$ cat config.mk
export PLATFORM = sky130hd
export DESIGN_NAME = peridot_txd_arbiter
export DESIGN_NICKNAME = d
export VERILOG_FILES = /design/src/rtl/peridot_txd_arbiter.sv
export SDC_FILE = /design/constraint.sdc
export NUM_CORES = 1
export LEC_CHECK = 0
export ABC_AREA = 1
export CORE_MARGIN = 2
export CORE_UTILIZATION = 35
export DETAILED_ROUTE_END_ITERATION = 10
export PLACE_DENSITY = 0.72
export SYNTH_ARGS = -nofsm -noshare
export SYNTH_HDL_FRONTEND = slang
export SYNTH_SLANG_ARGS = --single-unit
$ cat constraint.sdc
create_clock -name clock_sig -period 1.9 [get_ports clock_sig]
set_clock_uncertainty 0.1 [all_clocks]
set_input_delay 0.57 -clock clock_sig [delete_from_list [all_inputs] [get_ports clock_sig]]
set_output_delay 0.57 -clock clock_sig [all_outputs]
set_load 0.005 [all_outputs]
$ cat src/rtl/peridot_txd_arbiter.sv
// peridot_txd_arbiter: four-way round-robin packet arbiter that feeds a UART sender phy.
// One requester at a time holds the grant. It keeps the grant until a byte marked eop is
// accepted, or until its valid has stayed low for TIMEOUT_CYCLES cycles. Data and ready
// pass through combinationally while a grant is held.
// Optional feature: define PERIDOT_TXARB_HEADER_EN to send a header byte 8'hF0|grant
// before the payload of each packet.
module peridot_txd_arbiter #(
  parameter logic [15:0] TIMEOUT_CYCLES = 16'd1000
) (
  input  logic        clock_sig,
  input  logic        reset_sig,
  input  logic [3:0]  sink_valid,
  input  logic [31:0] sink_data,
  input  logic [3:0]  sink_eop,
  output logic [3:0]  sink_ready,
  input  logic        out_ready,
  output logic        out_valid,
  output logic [7:0]  out_data,
  output logic        busy,
  output logic [1:0]  grant_ch
);

  localparam logic [1:0] StIdle    = 2'd0;
`ifdef PERIDOT_TXARB_HEADER_EN
  localparam logic [1:0] StHeader  = 2'd1;
`endif
  localparam logic [1:0] StForward = 2'd2;

  logic [1:0]  state_q, state_d;
  logic [1:0]  grant_q, grant_d;
  logic [1:0]  last_grant_q, last_grant_d;
  logic [15:0] idle_cnt_q, idle_cnt_d;

  logic [1:0]  rr_pick;
  logic [1:0]  rr_idx;
  logic        rr_found;
  logic        sel_valid;
  logic        sel_eop;
  logic [7:0]  sel_data;
  logic        xfer;
  logic        timeout_hit;

  // Lanes of the granted requester.
  assign sel_valid = sink_valid[grant_q];
  assign sel_eop   = sink_eop[grant_q];
  assign sel_data  = sink_data[{grant_q, 3'b000} +: 8];

  assign xfer        = out_valid & out_ready;
  assign timeout_hit = (TIMEOUT_CYCLES != 16'd0) && (idle_cnt_q == TIMEOUT_CYCLES);

  assign busy     = (state_q != StIdle);
  assign grant_ch = grant_q;

  // Round-robin search. It starts just after the last grant; i = 4 wraps back to that grant.
  always_comb begin
    rr_found = 1'b0;
    rr_pick  = 2'd0;
    rr_idx   = 2'd0;
    for (int i = 1; i <= 4; i++) begin
      rr_idx = last_grant_q + i[1:0];
      if (!rr_found && sink_valid[rr_idx]) begin
        rr_found = 1'b1;
        rr_pick  = rr_idx;
      end
    end
  end

  // Output mux: everything is idle except the granted lane.
  always_comb begin
    out_valid  = 1'b0;
    out_data   = 8'h00;
    sink_ready = 4'b0000;
    case (state_q)
      StForward: begin
        out_valid           = sel_valid;
        out_data            = sel_data;
        sink_ready[grant_q] = out_ready;
      end
`ifdef PERIDOT_TXARB_HEADER_EN
      StHeader: begin
        out_valid = 1'b1;
        out_data  = 8'hF0 | {6'd0, grant_q};
      end
`endif
      default: ;
    endcase
  end

  // Next-state logic: arbitration, end-of-packet and idle timeout.
  always_comb begin
    state_d      = state_q;
    grant_d      = grant_q;
    last_grant_d = last_grant_q;
    idle_cnt_d   = idle_cnt_q;
    case (state_q)
      StIdle: begin
        if (rr_found) begin
          grant_d    = rr_pick;
          idle_cnt_d = 16'd0;
`ifdef PERIDOT_TXARB_HEADER_EN
          state_d    = StHeader;
`else
          state_d    = StForward;
`endif
        end
      end
`ifdef PERIDOT_TXARB_HEADER_EN
      StHeader: begin
        // The timeout does not run while the header byte waits for the phy.
        if (out_ready) begin
          state_d    = StForward;
          idle_cnt_d = 16'd0;
        end
      end
`endif
      StForward: begin
        if (xfer) begin
          idle_cnt_d = 16'd0;
        end else if (!sel_valid && (idle_cnt_q != 16'hFFFF)) begin
          idle_cnt_d = idle_cnt_q + 16'd1;
        end
        // If eop and timeout happen in the same cycle, both give the same result.
        if ((xfer && sel_eop) || timeout_hit) begin
          state_d      = StIdle;
          last_grant_d = grant_q;
        end
      end
      default: state_d = StIdle;
    endcase
  end

  // State registers. Reset is asynchronous; last_grant = 3 lets requester 0 win first.
  always_ff @(posedge clock_sig or posedge reset_sig) begin
    if (reset_sig) begin
      state_q      <= StIdle;
      grant_q      <= 2'd0;
      last_grant_q <= 2'd3;
      idle_cnt_q   <= 16'd0;
    end else begin
      state_q      <= state_d;
      grant_q      <= grant_d;
      last_grant_q <= last_grant_d;
      idle_cnt_q   <= idle_cnt_d;
    end
  end

endmodule
==> flow_metrics.env, run 1 <==
export IMPL_worstHoldStart="last_grant_q[1]"
export IMPL_critPathSlowestCell="dfrtp_2"
export IMPL_leakagePower_nw=1.50
export IMPL_path_clk_slew_ns=0.08
export IMPL_fmax_mhz=458
export IMPL_critPathLaunchType="flop"
export IMPL_netlist_area_mm2=0.00191
export IMPL_die_height_um=77.9
export IMPL_whs_endpoint="last_grant_q[1]"
export IMPL_start_util_pct=36.7
export IMPL_tritoncts="done"
export IMPL_die_area_mm2=0.00607
export IMPL_wl_per_cell_um=13.5
export IMPL_rsz0062_at_grt="yes"
export IMPL_cts_max_level=1
export IMPL_clock_latency_ns=0.26
export IMPL_die_x_um=77.9
export IMPL_ctsHoldBuffers=0
export IMPL_crit_chain="inv_4 -> buf_6 -> buf_6 -> nand2_4 -> o21ai_2 -> nor2_2 -> nor2_1 -> buf_2"
export IMPL_period_share_pct=115
export IMPL_crit_arrival_ns=1.51
export IMPL_ant_nets=0
export IMPL_tightest_slew_ns=0.382
export IMPL_crit_fanout=5
export IMPL_dp_slack_ns=-0.751
export IMPL_numCtsBuffers=3
export IMPL_core_area_mm2=0.00520
export IMPL_finalCriticalPeriod_ns=2.18
export IMPL_grt_pass1_vias=2220
export IMPL_area_growth_pct=57.5
export IMPL_vias=2372
export IMPL_syn_num_nets=343
export IMPL_drcViolationCount=0
export IMPL_ys_seq_area_share_pct=27.6
export IMPL_io_buffers=58
export IMPL_rows=26
export IMPL_hold_path_class="reg -> reg"
export IMPL_post_synth_cell_area_avg_um2=6.42
export IMPL_syn_instance_count=298
export IMPL_cp_data_required_time_ns=1.23
export IMPL_gp_congestion=0.926
export IMPL_cts_sinks=21
export IMPL_drt_iter0_drc=86
export IMPL_gr_usage_all_layers_pct=20.8
export IMPL_dp_hpwl_um=4280
export IMPL_r2r_end="idle_cnt_q[13]"
export IMPL_rrSetupSlack_ns=-0.05
export IMPL_cp_common_cell="buf_6"
export IMPL_end_kind="primary output"
export IMPL_violations="negative setup slack"
export IMPL_cpPeakStageDelay_ns=0.48
export IMPL_antennaDiodeCount=0
export IMPL_cap_violations=0
export IMPL_irDropWorstVdd_v=0.000634
export IMPL_root_buffer="clkbuf_8"
export IMPL_grt_start_max_net_pins=22
export IMPL_overflow=0
export IMPL_vias_per_cell=5.03
export IMPL_synth_seq_cells=21
export IMPL_fin_tns_setup_ns=-3.02
export IMPL_finalMaxSlewViolations=0
export IMPL_final_layout_size_suffix_gt1_share_pct=30.3
export IMPL_path_class="reg -> out"
export IMPL_fin_util_pct=57.9
export IMPL_r2r_cells=12
export IMPL_dp_cells=447
export IMPL_status="finished, violations left"
export IMPL_routed_wl_um=6360
export IMPL_grt_pass1_wl_um=10300
export IMPL_worst_slack_ns=-0.283
export IMPL_p_per_area_mw_per_mm2=1280
export IMPL_instances_no_fill=472
export IMPL_ctsLongestPathBuffers=2
export IMPL_holdPathStages=2
export IMPL_io_pin_count=59
export IMPL_ys_warnings_count=0
export IMPL_reg2reg_from="grant_ch[0]"
export IMPL_final_common_cell="nand2_1"
export IMPL_nets=448
export IMPL_slew_headroom_pct=74.5
export IMPL_holdWs_ns=0.423
export IMPL_fillCellCount=478
export IMPL_layout_common_cells="nand2_1, nand3_1, buf_4, clkdlybuf4s50_1, inv_1"
export IMPL_setup_violations=24
export IMPL_first_pass_iters=4
export IMPL_antenna_found_initial=0
export IMPL_finalHoldViolCount=0
export IMPL_synth_distinct_cells=30
-- cells by family after synthesis --
logic type,after synthesis,synth area share (%)
AOI/OAI and AO/OA,24,8.12
xor gates and xnor gates,4,1.83
adders and majority gates,2,1.31
buffers and inverters,41,11.2
DFF,21,27.6
and+or+nand+nor,206,49.9
-- metal layers --
metal / GRT usage (%) / wire (um) / part of all wire, %
met4: 3.86 / 44 / 0.69
met3: 3.14 / 400 / 6.3
met2: 37.8 / 3110 / 49
met1: 26.1 / 2810 / 44
met5: 0 / 0 / 0
-- cells in the mapped netlist --
cell type	number	area [um^2]
nand2_1	99	372
nand3_1	46	230
inv_1	23	86.3
nor2_1	21	78.8
dfrtp_1	19	475
nand2_2	10	62.6
nand4_1	10	62.6
a22oi_1	8	60.1
a31oi_1	8	50.1
buf_6	6	67.6
nor2_2	5	31.3
inv_2	4	15.0
nand3_2	4	40.0
nor3_1	4	20.0
xor2_1	4	35.0
clkbuf_1	3	11.3
inv_4	3	18.8
or2_2	3	18.8
a21oi_1	2	10.0
buf_4	2	15.0
dfstp_2	2	52.6
ha_1	2	25.0
o21ai_0	2	10.0
o21ai_1	2	10.0
a21boi_0	1	7.51
nand2_4	1	11.3
nor2_4	1	11.3
nor3_2	1	10.0
o21bai_1	1	7.51
or2_1	1	6.26
-- sequential cells by signal, summed over array words and instances (netlist names) --
signal        flops
grant_ch          2
state_q           1
idle_cnt_q       16
last_grant_q      2
-- worst max-delay path: cells and delay by family, from the launching register on --
kind                   cells  cell delay (ns)
flip-flops                 1             0.48
buffers and inverters      4             0.43
AND/OR/NAND/NOR            3             0.19
AO/OA/AOI/OAI              1             0.13
-- where the power goes --
part | switching (mW) | internal [mW] | total, mW
registers | 0.162 | 0.558 | 0.720
clock network | 0.150 | 0.146 | 0.297
logic | 1.53 | 1.31 | 2.84
-- cell type report --
| cell class | instances | area, um^2 | share of cell area (%) |
|---|---|---|---|
| inverters | 30 | 123 | 4.07 |
| clock buffers | 3 | 41.3 | 1.37 |
| flip-flops and latches | 21 | 531 | 17.6 |
| clock inverters | 1 | 5.00 | 0.166 |
| well taps | 70 | 87.6 | 2.91 |
| multi-input cells | 238 | 1290 | 42.8 |
| repair buffers | 109 | 935 | 31.0 |
-- per-stage QoR --
step / total power [mW] / area (um^2)
3_5_place_dp: 3.11 / 2740
2_1_floorplan: 2.14 / 1910
5_1_grt: 4.18 / 3010
3_3_place_gp: 3.07 / 2740
6_report: 3.86 / 3010
4_1_cts: 3.72 / 2970
-- timing repair --
item	CTS	global route
pin swaps	25	4
buffers inserted	18	3
cloned	2	0
gates resized for setup	92	6
setup endpoints to repair	34	35
-- worst max path at each step --
stage	start	endpoint	slack, ns
4_1_cts	grant_ch[0]	out_valid	-0.24
3_3_place_gp	sink_valid[1]	out_valid	-0.70
6_report	grant_ch[0]	out_valid	-0.28
5_1_grt	grant_ch[0]	out_valid	-0.37
3_5_place_dp	sink_valid[1]	out_valid	-0.75
2_1_floorplan	grant_ch[0]	out_data[1]	0.16
(Power assumes the default switching activity.)
==> run 2: changes to the inputs <==
--- a/config.mk
+++ b/config.mk
@@ -9,6 +9,7 @@
 export CORE_MARGIN = 2
 export CORE_UTILIZATION = 35
 export DETAILED_ROUTE_END_ITERATION = 10
+export GPL_TIMING_DRIVEN = 1
 export PLACE_DENSITY = 0.72
 export SYNTH_ARGS = -nofsm -noshare
 export SYNTH_HDL_FRONTEND = slang
==> results of run 2 <==
No change in the layout: final DEF, timing and power equal those of run 1.
